===== src/rtl/rr_mux_pkg.sv =====
// Shared definitions for the round-robin bus multiplexer.
// Holds the default channel count and data width, the output-register state type,
// and small index helpers used by rr_arbiter and rr_bus_mux.
// Optional feature macro: RR_MUX_PKT_LOCK_EN (packet locking). It is consumed by the
// arbiter and the top, not by this package.
package rr_mux_pkg;

  localparam int unsigned NumChDefault = 8;
  localparam int unsigned DataWDefault = 8;

  typedef enum logic [0:0] {
    StEmpty,
    StFull
  } out_state_e;

  // Index width that never collapses to zero bits, even for tiny channel counts.
  function automatic int unsigned clog2_min1(input int unsigned n);
    return (n <= 2) ? 1 : $clog2(n);
  endfunction

  // Increment modulo n; the wrap is explicit so non-power-of-two n works.
  function automatic int unsigned wrap_inc(input int unsigned idx, input int unsigned n);
    return (idx + 1 >= n) ? 0 : idx + 1;
  endfunction

endpackage


===== src/rtl/rr_arbiter.sv =====
// Round-robin arbiter with rotating priority pointer.
// Ports:
//   clk_i, rst_ni  clock and synchronous active-low reset
//   req_i          per-channel request (the channel valids)
//   last_i         per-channel end-of-packet flag (only with RR_MUX_PKT_LOCK_EN)
//   load_ok_i      downstream register can take a beat this cycle
//   gnt_oh_o       one-hot grant (zero when nothing requests)
//   gnt_idx_o      index of the granted channel
//   gnt_valid_o    a grant exists this cycle
// Macro RR_MUX_PKT_LOCK_EN: once a beat without last is taken from a channel, the grant
// stays pinned to that channel until its last beat is taken.
module rr_arbiter
  import rr_mux_pkg::*;
#(
  parameter int unsigned NumCh = NumChDefault,
  localparam int unsigned SelW = clog2_min1(NumCh)
) (
  input  logic             clk_i,
  input  logic             rst_ni,
  input  logic [NumCh-1:0] req_i,
`ifdef RR_MUX_PKT_LOCK_EN
  input  logic [NumCh-1:0] last_i,
`endif
  input  logic             load_ok_i,
  output logic [NumCh-1:0] gnt_oh_o,
  output logic [SelW-1:0]  gnt_idx_o,
  output logic             gnt_valid_o
);

  logic [SelW-1:0] ptr_q, ptr_d;
  logic [SelW-1:0] cand;
  logic [SelW-1:0] search_idx;
  logic            found;
  logic            xfer;

`ifdef RR_MUX_PKT_LOCK_EN
  logic            lock_q, lock_d;
  logic [SelW-1:0] lock_ch_q, lock_ch_d;
`endif

  // Walk the requests starting at ptr_q, wrapping at NumCh-1; first hit wins.
  always_comb begin
    found      = 1'b0;
    search_idx = '0;
    cand       = ptr_q;
    for (int i = 0; i < int'(NumCh); i++) begin
      if (!found && req_i[cand]) begin
        found      = 1'b1;
        search_idx = cand;
      end
      cand = SelW'(wrap_inc(32'(cand), NumCh));
    end
  end

  always_comb begin
    gnt_idx_o   = search_idx;
    gnt_valid_o = found;
`ifdef RR_MUX_PKT_LOCK_EN
    // A locked channel that drops valid stalls everyone rather than yielding.
    if (lock_q) begin
      gnt_idx_o   = lock_ch_q;
      gnt_valid_o = req_i[lock_ch_q];
    end
`endif
  end

  assign gnt_oh_o = gnt_valid_o ? (NumCh'(1) << gnt_idx_o) : '0;
  assign xfer     = gnt_valid_o && load_ok_i;

  always_comb begin
    ptr_d = ptr_q;
`ifdef RR_MUX_PKT_LOCK_EN
    lock_d    = lock_q;
    lock_ch_d = lock_ch_q;
    if (xfer) begin
      if (last_i[gnt_idx_o]) begin
        lock_d = 1'b0;
        ptr_d  = SelW'(wrap_inc(32'(gnt_idx_o), NumCh));
      end else begin
        lock_d    = 1'b1;
        lock_ch_d = gnt_idx_o;
      end
    end
`else
    if (xfer) begin
      ptr_d = SelW'(wrap_inc(32'(gnt_idx_o), NumCh));
    end
`endif
  end

  always_ff @(posedge clk_i) begin
    if (!rst_ni) begin
      ptr_q     <= '0;
`ifdef RR_MUX_PKT_LOCK_EN
      lock_q    <= 1'b0;
      lock_ch_q <= '0;
`endif
    end else begin
      ptr_q     <= ptr_d;
`ifdef RR_MUX_PKT_LOCK_EN
      lock_q    <= lock_d;
      lock_ch_q <= lock_ch_d;
`endif
    end
  end

endmodule


===== src/rtl/rr_bus_mux.sv =====
// N-channel valid/ready bus multiplexer with round-robin arbitration and a registered
// output stage (one cycle latency, one beat per cycle sustained).
// Ports:
//   clk, rst_n   clock and synchronous active-low reset
//   in_valid     per-channel valid
//   in_data      packed channel buses, channel i at [i*DATA_W +: DATA_W]
//   in_last      per-channel end-of-packet (only with RR_MUX_PKT_LOCK_EN)
//   in_ready     per-channel accept, one-hot or zero
//   out_valid    output register holds a beat
//   out_data     registered selected data
//   out_ch       channel index of out_data
//   out_ready    downstream accept
// Macro RR_MUX_PKT_LOCK_EN adds in_last and keeps a packet's beats contiguous.
module rr_bus_mux
  import rr_mux_pkg::*;
#(
  parameter int unsigned NUM_CH = NumChDefault,
  parameter int unsigned DATA_W = DataWDefault,
  localparam int unsigned SEL_W = clog2_min1(NUM_CH)
) (
  input  logic                     clk,
  input  logic                     rst_n,
  input  logic [NUM_CH-1:0]        in_valid,
  input  logic [NUM_CH*DATA_W-1:0] in_data,
`ifdef RR_MUX_PKT_LOCK_EN
  input  logic [NUM_CH-1:0]        in_last,
`endif
  output logic [NUM_CH-1:0]        in_ready,
  output logic                     out_valid,
  output logic [DATA_W-1:0]        out_data,
  output logic [SEL_W-1:0]         out_ch,
  input  logic                     out_ready
);

  out_state_e        state_q, state_d;
  logic [DATA_W-1:0] out_data_q, out_data_d;
  logic [SEL_W-1:0]  out_ch_q, out_ch_d;

  logic              load_ok;
  logic              xfer;
  logic [NUM_CH-1:0] gnt_oh;
  logic [SEL_W-1:0]  gnt_idx;
  logic              gnt_valid;
  logic [DATA_W-1:0] ch_data [NUM_CH];

  for (genvar gi = 0; gi < NUM_CH; gi++) begin : g_unpack
    assign ch_data[gi] = in_data[gi*DATA_W +: DATA_W];
  end

  // The register can take a beat when empty or when its beat leaves this cycle.
  assign load_ok = (state_q == StEmpty) || out_ready;

  rr_arbiter #(
    .NumCh(NUM_CH)
  ) u_arb (
    .clk_i      (clk),
    .rst_ni     (rst_n),
    .req_i      (in_valid),
`ifdef RR_MUX_PKT_LOCK_EN
    .last_i     (in_last),
`endif
    .load_ok_i  (load_ok),
    .gnt_oh_o   (gnt_oh),
    .gnt_idx_o  (gnt_idx),
    .gnt_valid_o(gnt_valid)
  );

  // Nothing is accepted while reset is asserted.
  assign in_ready = (rst_n && load_ok) ? gnt_oh : '0;
  assign xfer     = rst_n && load_ok && gnt_valid;

  always_comb begin
    state_d    = state_q;
    out_data_d = out_data_q;
    out_ch_d   = out_ch_q;
    if (xfer) begin
      state_d    = StFull;
      out_data_d = ch_data[gnt_idx];
      out_ch_d   = gnt_idx;
    end else if (out_ready) begin
      state_d = StEmpty;
    end
  end

  always_ff @(posedge clk) begin
    if (!rst_n) begin
      state_q    <= StEmpty;
      out_data_q <= '0;
      out_ch_q   <= '0;
    end else begin
      state_q    <= state_d;
      out_data_q <= out_data_d;
      out_ch_q   <= out_ch_d;
    end
  end

  assign out_valid = (state_q == StFull);
  assign out_data  = out_data_q;
  assign out_ch    = out_ch_q;

endmodule

===== config.mk =====
export PLATFORM = sky130hd
export DESIGN_NAME = rr_bus_mux
export DESIGN_NICKNAME = d
export VERILOG_FILES = /design/src/rtl/rr_mux_pkg.sv /design/src/rtl/rr_arbiter.sv /design/src/rtl/rr_bus_mux.sv
export SDC_FILE = /design/constraint.sdc
export NUM_CORES = 1
export LEC_CHECK = 0
export ABC_CLOCK_PERIOD_IN_PS = 5700
export CAP_MARGIN = 10
export CORE_UTILIZATION = 45
export CTS_CLUSTER_DIAMETER = 40
export CTS_CLUSTER_SIZE = 12
export DETAILED_ROUTE_END_ITERATION = 10
export PLACE_DENSITY = 0.79
export SKIP_CTS_REPAIR_TIMING = 1
export SLEW_MARGIN = 40
export SYNTH_ARGS = -nofsm -noshare
export SYNTH_HDL_FRONTEND = slang
export SYNTH_SLANG_ARGS = --single-unit
export TNS_END_PERCENT = 100

===== constraint.sdc =====
create_clock -name clk -period 5.7 [get_ports clk]
set_input_delay 1.14 -clock clk [delete_from_list [all_inputs] [get_ports clk]]
set_output_delay 1.14 -clock clk [all_outputs]
set_load 0.02 [all_outputs]

## Word level (Yosys, flattened, before mapping)

Cells that the tools add are included.

| storage, ports and cells | value |
|---|---|
| bits in writable memories | 0 |
| bits in registers | 15 |
| input bits | 75 |
| memories | 0 |
| bits in latches | 0 |
| ROM bits | 0 |

| cells by class | value |
|---|---|
| multiplexer cells | 47 |
| $mul | 0 |
| $lt $le $gt $ge | 17 |
| reduce and logical (&&, ||, !) cells | 19 |
| bitwise operators | 2 |
| $add $sub $neg | 8 |
| divide/modulo/power cells | 0 |
| equality and inequality tests | 0 |
| shift-type cells | 1 |

Operators with widths:

| kind | count |
|---|---|
| 2-to-1 mux 3 bit | 16 |
| >= comparator 4 bit (second input constant) | 9 |
| adder 3 x 1 -> 4 bit (second input constant) | 8 |
| less-than comparator 3 x 4 -> 1 bit (second input constant) | 8 |
| 2-to-1 mux 8 bit | 4 |
| binary-select mux 1 bit (select 3 bit) | 8 |
| binary-select mux 8 bit (select 3 bit) | 1 |
| 2-to-1 mux 1 bit | 18 |
| logical AND 1 bit | 10 |
| left shift 1 x 3 -> 8 bit (first input constant) | 1 |
| logical NOT 1 bit | 7 |
| inverter 3 -> 4 bit | 1 |
| nonzero test 2 bit | 1 |
| logical OR 1 bit | 1 |
| inverter 1 bit | 1 |

## Depth between registers and ports, before layout

Gate-level depths: netlist (run 1).

| logic depth | value |
|---|---|
| depth after elaboration | 29 |
| gate-level depth with buffers | 19 |

## Hierarchy

From an unflattened synthesis (run 1), not the netlist that was laid out.

| unflattened totals | value |
|---|---|
| cell total of the unflattened synthesis | 286 |
| area, all modules | 2541.2 um^2 |

By module, submodules not included:

| module | instances | cells each | area an instance (um^2) | sequential area each (um^2) |
|---|---|---|---|---|
| rr_arbiter | 1 | 182 | 1470.2 | 60.1 |
| rr_bus_mux | 1 | 104 | 1071.0 | 240.2 |

## Worst setup path after synthesis (run 1)

OpenSTA, ideal clock, no wires.

| timing | value |
|---|---|
| kind | register to output |
| start point | register u_arb.ptr_q[0] |
| end point | output in_ready[7] |
| slack | 932 ps |
| cell stages (with the launch flop) | 19 |
| required time | 4560 ps |
| path buffers | 5 |
| data arrival time | 3628 ps |
| path through | dfxtp_1 > buf_6 > buf_8 > inv_2 > ha_1 > buf_4 > mux2i_1 > a221o_2 > nand2_4 > o32a_2 > nand3_1 > mux2_4 > a311oi_2 > o221ai_2 > buf_6 > buf_6 > ha_1 > ha_1 > and3_1 |

| between the ends | value |
|---|---|
| longest elaborated chain between the ends | 28 |
| elaborated cells between the ends (all ways) | 70 |
| those cells by class | add/sub (7); order compare (7); shift (1); mux (41); reduce/logical (14) |

Ends and longest elaborated chain:

| what | RTL line | text |
|---|---|---|
| start: declaration | rr_arbiter.sv:30 | `logic [SelW-1:0] ptr_q, ptr_d;` |
| start signal: assignment | rr_arbiter.sv:99 | `ptr_q <= ptr_d;` |
| adder 3 x 1 -> 4 bit | rr_mux_pkg.sv:23 | `return (idx + 1 >= n) ? 0 : idx + 1;` |
| >= comparator 4 bit | rr_mux_pkg.sv:23 |  |
| 2-to-1 mux 3 bit | rr_mux_pkg.sv:23 |  |
| adder 3 x 1 -> 4 bit / binary-select mux 1 bit (select 3 bit) (equally long branches) | rr_mux_pkg.sv:23, rr_arbiter.sv:47 |  |
| >= comparator 4 bit / 2-to-1 mux 1 bit (equally long branches) | rr_mux_pkg.sv:23, rr_arbiter.sv:47 |  |
| 2-to-1 mux 3 bit / logical AND 1 bit (equally long branches) | rr_mux_pkg.sv:23, rr_arbiter.sv:47 |  |
| adder 3 x 1 -> 4 bit, or another cell as far along | rr_mux_pkg.sv:23 |  |
| >= comparator 4 bit, or another cell as far along | rr_mux_pkg.sv:23 |  |
| [... 13 more ...] | -- |  |
| binary-select mux 1 bit (select 3 bit) / 2-to-1 mux 1 bit (equally long branches) | rr_arbiter.sv:47 | `if (!found && req_i[cand]) begin` |
| 2-to-1 mux 1 bit (implied by the code) / logical NOT 1 bit (equally long branches) | rr_arbiter.sv:47 |  |
| logical AND 1 bit | rr_arbiter.sv:47 |  |
| 2-to-1 mux 3 bit (*) | rr_arbiter.sv:47 |  |
| net gnt_idx[1] | rr_bus_mux.sv:42 | `logic [SEL_W-1:0] gnt_idx;` |
| left shift 1 x 3 -> 8 bit (*) | rr_arbiter.sv:67 | `assign gnt_oh_o = gnt_valid_o ? (NumCh'(1) << gnt_idx_o) : '0;` |
| 2-to-1 mux 8 bit (*) | rr_arbiter.sv:67 |  |
| 2-to-1 mux 8 bit (*) | rr_bus_mux.sv:69 | `assign in_ready = (rst_n && load_ok) ? gnt_oh : '0;` |
| end: declaration | rr_bus_mux.sv:28 | `output logic [NUM_CH-1:0] in_ready,` |

Mark *: on every way through the listed nets, which the timed path passes. The rest lies on a longest branch. The select of a mux whose other input is x is not followed.

## Worst setup path in the final report (run 1)

| timing | value |
|---|---|
| start point | input in_valid[6] |
| end point | output in_ready[1] |

| between the ends | value |
|---|---|
| longest elaborated chain between the ends | 27 |
| elaborated cells between the ends (all ways) | 49 |
| those cells by class | shift (1); mux (34); reduce/logical (14) |

Ends and longest elaborated chain:

| what | RTL line | text |
|---|---|---|
| start: declaration | rr_bus_mux.sv:23 | `input logic [NUM_CH-1:0] in_valid,` |
| binary-select mux 1 bit (select 3 bit) | rr_arbiter.sv:47 |  |
| 2-to-1 mux 1 bit (implied by the code) | rr_arbiter.sv:47 |  |
| 2-to-1 mux 1 bit | rr_arbiter.sv:47 |  |
| logical NOT 1 bit | rr_arbiter.sv:47 |  |
| logical AND 1 bit | rr_arbiter.sv:47 |  |
| 2-to-1 mux 1 bit | rr_arbiter.sv:47 |  |
| logical NOT 1 bit | rr_arbiter.sv:47 |  |
| logical AND 1 bit | rr_arbiter.sv:47 |  |
| [... 11 more ...] | -- |  |
| logical AND 1 bit | rr_arbiter.sv:47 |  |
| 2-to-1 mux 1 bit | rr_arbiter.sv:47 |  |
| logical NOT 1 bit | rr_arbiter.sv:47 |  |
| logical AND 1 bit | rr_arbiter.sv:47 |  |
| 2-to-1 mux 3 bit | rr_arbiter.sv:47 |  |
| left shift 1 x 3 -> 8 bit | rr_arbiter.sv:67 |  |
| 2-to-1 mux 8 bit (*) | rr_arbiter.sv:67 |  |
| 2-to-1 mux 8 bit (*) | rr_bus_mux.sv:69 |  |

Every way passes the cells marked *; elsewhere a longest branch is shown, timed or not. The select of a mux whose other input is x is not followed.

==> results of run 1 <==
registers in the layout (all words and copies together) (netlist names):
name and count:
out_ch 3, out_data 8, out_valid 1, u_arb.ptr_q 3
how the worst max path moves through the flow:
stage | startpoint | end | slack (ps) | cells past startpoint
final | in_valid[6] | in_ready[1] | 250 | 14
after global routing | in_valid[6] | in_ready[1] | -20 | 14
after CTS | in_valid[6] | in_ready[3] | 150 | 14
after detailed placement | in_valid[6] | in_ready[3] | 160 | 14
after global placement | in_valid[6] | in_ready[3] | 170 | 14
after floorplan | u_arb.ptr_q[0] | in_ready[7] | 930 | 18
power by group:
group | internal, mW | leakage (nW) | switching (mW)
logic | 0.938 | 1.22 | 1.19
clock network | 0.0495 | 0.0228 | 0.0375
registers | 0.149 | 0.125 | 0.0235
per-layer routing:
metal  up-vias  track usage, %
li1       1190               -
met1      1146            29.8
met2        97            43.1
met3        10            5.01
met4         0            5.87
met5         -               0
layout by cell type, fill, tap and decap left out, types with 5 or more instances in the layout:
cell             synthesis  layout
a221oi_2                 7       7
mux2i_1                 41      41
buf_4                    2      12
ha_1                    10      10
dfxtp_1                 15      15
o21ai_0                  7       7
mux2_2                   5       5
inv_1                   14      14
nor2_1                  23      23
a221oi_1                11      11
nand2_1                 18      18
clkdlybuf4s50_1          0      90
o221a_1                  8       8
a21oi_1                  9       9
critical path: stages:
cell and delay, ps:
clkdlybuf4s50_1 480, mux2_1 330, o21ai_1 180, buf_4 160, mux2i_1 160, a311oi_2 320, nor3_1 80, a21oi_1 240
o221ai_4 170, inv_1 140, ha_1 150, inv_1 50, nor2_1 90, clkdlybuf4s50_1 610
through the flow:
stage	power [mW]	TNS, ps
2_1_floorplan	1.94	0
3_3_place_gp	2.23	0
3_5_place_dp	2.25	0
4_1_cts	2.35	0
5_1_grt	2.58	-40.3
6_report	2.39	0
layout make-up:
type                            instances  area, µm²  area share [%]
Clock buffer                            4       45.0            1.35
Sequential cell                        15        300            9.00
Multi-Input combinational cell        212       1810            54.2
Inverter                               15       56.3            1.69
Timing Repair Buffer                  106       1040            31.2
Tap cell                               70       87.6            2.62
kinds of logic (layout without fill, tap and decap cells):
logic type,count (synthesis),count (layout)
simple gates,75,75
compound gates,76,76
buf+inv,35,125
fa+ha+maj,10,10
mux,51,51
flops,15,15
==> run_results.csv, run 1 <==
group,metric,value,unit
run_status,status,"complete, no violations",
min_path,worstHoldStart,"out_ch[2]",
synthesis,syn_inst,262,
timing,worst_pin_slew,530,ps
global_routing,grt_overflow_total,0,
timing,maxSlewViolCount,0,
place,placed_cell_area,3260,µm²
floorplanning,die-area,5550,µm²
clock_network,cts_tree,"built",
worst_setup_path,r2r_slack,1490,ps
timing,max_freq,183,MHz
clock_network,clock-sinks,15,
min_path,holdCritPathClass,"reg -> reg",
timing,fin_crit_sh,95.7,%
synthesis,synth-xor-area-share,0,%
timing,holdWs,509,ps
finish,area_growth,41.0,%
power,leakage,1.37,nW
synthesis,yosys.cell_count.top_type,"mux2i_1",
route,dr.pass1.iters,4,
worst_setup_path,end_kind,"output port",
timing,min_period,5450,ps
route,drt_iter0_markers,111,
clock_network,clk_path_buf_depth,2,
synthesis,synth_common_cells,"41 x mux2i_1, 23 x nor2_1, 18 x nand2_1",
synthesis,netlist_area,2370,µm²
route,wl_met2,3.35,mm
worst_setup_path,r2r_start,"u_arb.ptr_q[0]",
global_routing,grt_pass1_vias,2249,
synthesis,ys.flop_type,"dfxtp_1",
clock_network,path_clk_slew,70,ps
synthesis,synth-seq-area-share,12.7,%
global_routing,track_usage,24.3,%
power,powerDensity,715,nW/µm²
floorplanning,ioPinCount,95,
global_routing,grt_max_degree,34,
synthesis,synth-simple-area-share,16.6,%
place,gp_congestion,0.866,
synthesis,synth_top_area_cell,"mux2i_1",
finish,drive_above_1_share,15.9,%
finish,design_area,3340,µm²
power,vdd_drop_max,0.494,mV
min_path,hold_end,"out_ch[2]",
floorplanning,core,5070,µm²
clock_network,cts-root-buf,"clkbuf_8",
finish,nFillCells,417,
worst_setup_path,cp.required,4560,ps
route,num_vias,2443,
synthesis,synth_compound_area_share,29.3,%
synthesis,synth_top_family_by_area,"compound AO/OA/AOI/OAI gates",
worst_setup_path,critPathLaunchType,"input pin",
timing,setup_viol,0,
synthesis,synth_area_per_cell,9.04,µm²
min_path,whs_path_depth,2,
place,dp_hpwl,5.58,mm
global_routing,antenna_found_initial,0,
route,dr.max_layer_used,"met4",
floorplanning,num_rows,26,
route,wl_met1,3.00,mm
synthesis,synth_edf_count,0,
floorplanning,die_w,74.5,µm
timing,setup_slack,247,ps
synthesis,synth_fa_ha_area_share,5.29,%
synthesis,synthTopCellsByArea,"mux2i_1 17%, dfxtp_1 13%, ha_1 5.3%, a221oi_2 4.4%, buf_6 4.3%",
route,drtAntennaViolNets,0,
clock_network,cts_inserted_buffers,3,
floorplanning,initial_core_util,46.6,%
route,met3WireLength,606,µm
synthesis,synth.ff_latch_count,15,
run,maxCapViolCount,0,
clock_network,insertion_delay,250,ps
synthesis,synth.distinct_cells,71,
synthesis,ys.warnings.count,0,
place,place_ws,161,ps
timing,timing.slew.headroom,64.7,%
place,io_buffers,94,
worst_setup_path,path_max_fanout,5,
worst_setup_path,cp.arrival,4310,ps
synthesis,muxShareOfSynthArea,23.7,%
route,drc,0,
timing,fin_skew,7.55,ps
place,dp.cells,418,
finish,antennaDiodeCount,0,
worst_setup_path,ff2ff_path_depth,15,
route,viasPerCell,5.79,
finish,nets,438,
clock_network,htreeDepth,1,
synthesis,async_reset_ff_share,0,%
finish,final_core_util,65.8,%
route,wirelength,7.07,mm
synthesis,syn-num-nets,347,
worst_setup_path,r2r_end,"out_data[0]",
synthesis,synth.top_cell.area_share,17.3,%
finish,final_cell_count_no_fill,422,
floorplanning,dieHeight,74.5,µm
worst_setup_path,critPathKind,"in -> out",
route,wl_per_cell,16.8,µm
timing,finalHoldViolCount,0,
global_routing,grt_pass1_wl,10.5,mm
(Power assumes the default switching activity.)
==> run 2, diff against run 1 <==
- CORE_MARGIN: default -> 2
==> run 2 against run 1 <==
Die area is 5.4% higher. Global-route usage is 0.29 points lower. Utilization fell by 0.49 points. Via count decreased by 1.1%. Cell count is 0.47% higher. Maximum frequency down 0.20%. Combinational power is essentially flat. Design area fell by 0.11%. Setup slack worse by 11 ps. Sequential power grew 2%. Sequential share of layout area is essentially flat. Clock power fell by 1%.
==> run_results.csv, run 2 (synthesis results as in run 1) <==
group,metric,value,unit
route,dr.pass1.iters,4,
finish,design_area,3330,µm²
floorplanning,die-area,5860,µm²
place,dp.cells,420,
finish,layout_common_cells,"93 x clkdlybuf4s50_1, 40 x mux2i_1, 23 x nor2_1",
timing,finalHoldViolCount,0,
route,wirelength,7.06,mm
place,place_ws,137,ps
worst_setup_path,cp.arrival,4320,ps
power,power.total,2.39,mW
worst_setup_path,path_max_fanout,7,
timing,setup_slack,236,ps
power,leakage,1.32,nW
power,vdd_drop_max,0.483,mV
place,io_buffers,94,
floorplanning,dieHeight,76.5,µm
finish,final_cell_count_no_fill,424,
finish,final_core_util,65.3,%
timing,holdWs,499,ps
worst_setup_path,critPathKind,"in -> out",
floorplanning,ioPinCount,95,
timing,max_freq,183,MHz
worst_setup_path,critPathLaunchType,"input pin",
timing,fin_crit_sh,95.9,%
clock_network,cts-root-buf,"clkbuf_8",
global_routing,grt_max_degree,33,
min_path,holdCritPathClass,"reg -> reg",
global_routing,grt_pass1_vias,2339,
run,maxCapViolCount,0,
global_routing,track_usage,24.0,%
timing,setup_viol,0,
worst_setup_path,r2r_start,"u_arb.ptr_q[1]",
clock_network,htreeDepth,1,
min_path,worstHoldStart,"out_ch[1]",
finish,area_growth,40.9,%
floorplanning,core,5110,µm²
worst_setup_path,cp.required,4560,ps
place,dp_hpwl,5.70,mm
run_status,status,"complete, no violations",
power,powerDensity,716,nW/µm²
clock_network,clock-sinks,15,
finish,multiInputGateArea,1800,µm²
timing,fin_skew,0.874,ps
route,drc,0,
global_routing,grt_pass1_wl,11.7,mm
clock_network,clk_path_buf_depth,2,
floorplanning,die_w,76.5,µm
finish,antennaDiodeCount,0,
worst_setup_path,startpoint,"in_valid[7]",
route,drtAntennaViolNets,0,
finish,layout_commonest_cell,"clkdlybuf4s50_1",
route,num_vias,2417,
clock_network,path_clk_slew,60,ps
finish,seq_area,300,µm²
clock_network,cts_tree,"built",
place,placed_cell_area,3280,µm²
timing,tns,0,ps
floorplanning,initial_core_util,46.3,%
global_routing,grt_overflow_total,0,
timing,min_period,5460,ps
route,wl_per_cell,16.7,µm
clock_network,cts_inserted_buffers,3,
timing,maxSlewViolCount,0,
clock_network,insertion_delay,250,ps
timing,rsz0062_at_grt,"false",
timing,worst_pin_slew,530,ps
floorplanning,num_rows,26,
finish,largest_register_ffs,8,
place,gp_congestion,0.935,
finish,nFillCells,435,
worst_setup_path,end_kind,"output port",
global_routing,antenna_found_initial,0,
route,viasPerCell,5.70,
timing,timing.slew.headroom,64.7,%
finish,drive_above_1_share,16.7,%
route,drt_iter0_markers,115,
finish,nets,440,
## run 2: routing by layer
layer	up-vias	routed length, µm	GRT usage, %
met1	1127	3130	31.3
met3	4	510	5.92
li1	1195	-	-
met5	-	0	0
met4	0	31	3.45
met2	91	3390	40.9
## run 2: power breakdown
part	total, mW	internal, mW	switching (mW)
Combinational	2.12	0.948	1.18
Sequential	0.177	0.149	0.0278
Clock	0.0857	0.0495	0.0362
## run 2: final timing paths
check / end / slack, ps / cells past startpoint
max: in_ready[5] / 240 / 13
min: out_ch[1] / 500 / 2
max reg2reg: out_data[0] / 1510 / 15
min reg2reg: out_ch[1] / 500 / 2
## run 2: final cells by class
cell class	instances	share of cell area [%]
Tap cell	70	2.63
Clock buffer	4	1.35
Sequential cell	15	9.01
Multi-Input combinational cell	212	53.9
Timing Repair Buffer	108	31.4
Inverter	15	1.69
## run 2: critical path, cell delays in order
cell,delay [ps]
clkdlybuf4s50_1,480
mux4_2,510
nand2_1,110
nand2_1,160
nor3_2,160
and2_1,190
nand2_1,110
or3_1,360
o21a_1,180
inv_1,120
nand2_1,80
nor2_1,100
clkdlybuf4s50_1,610
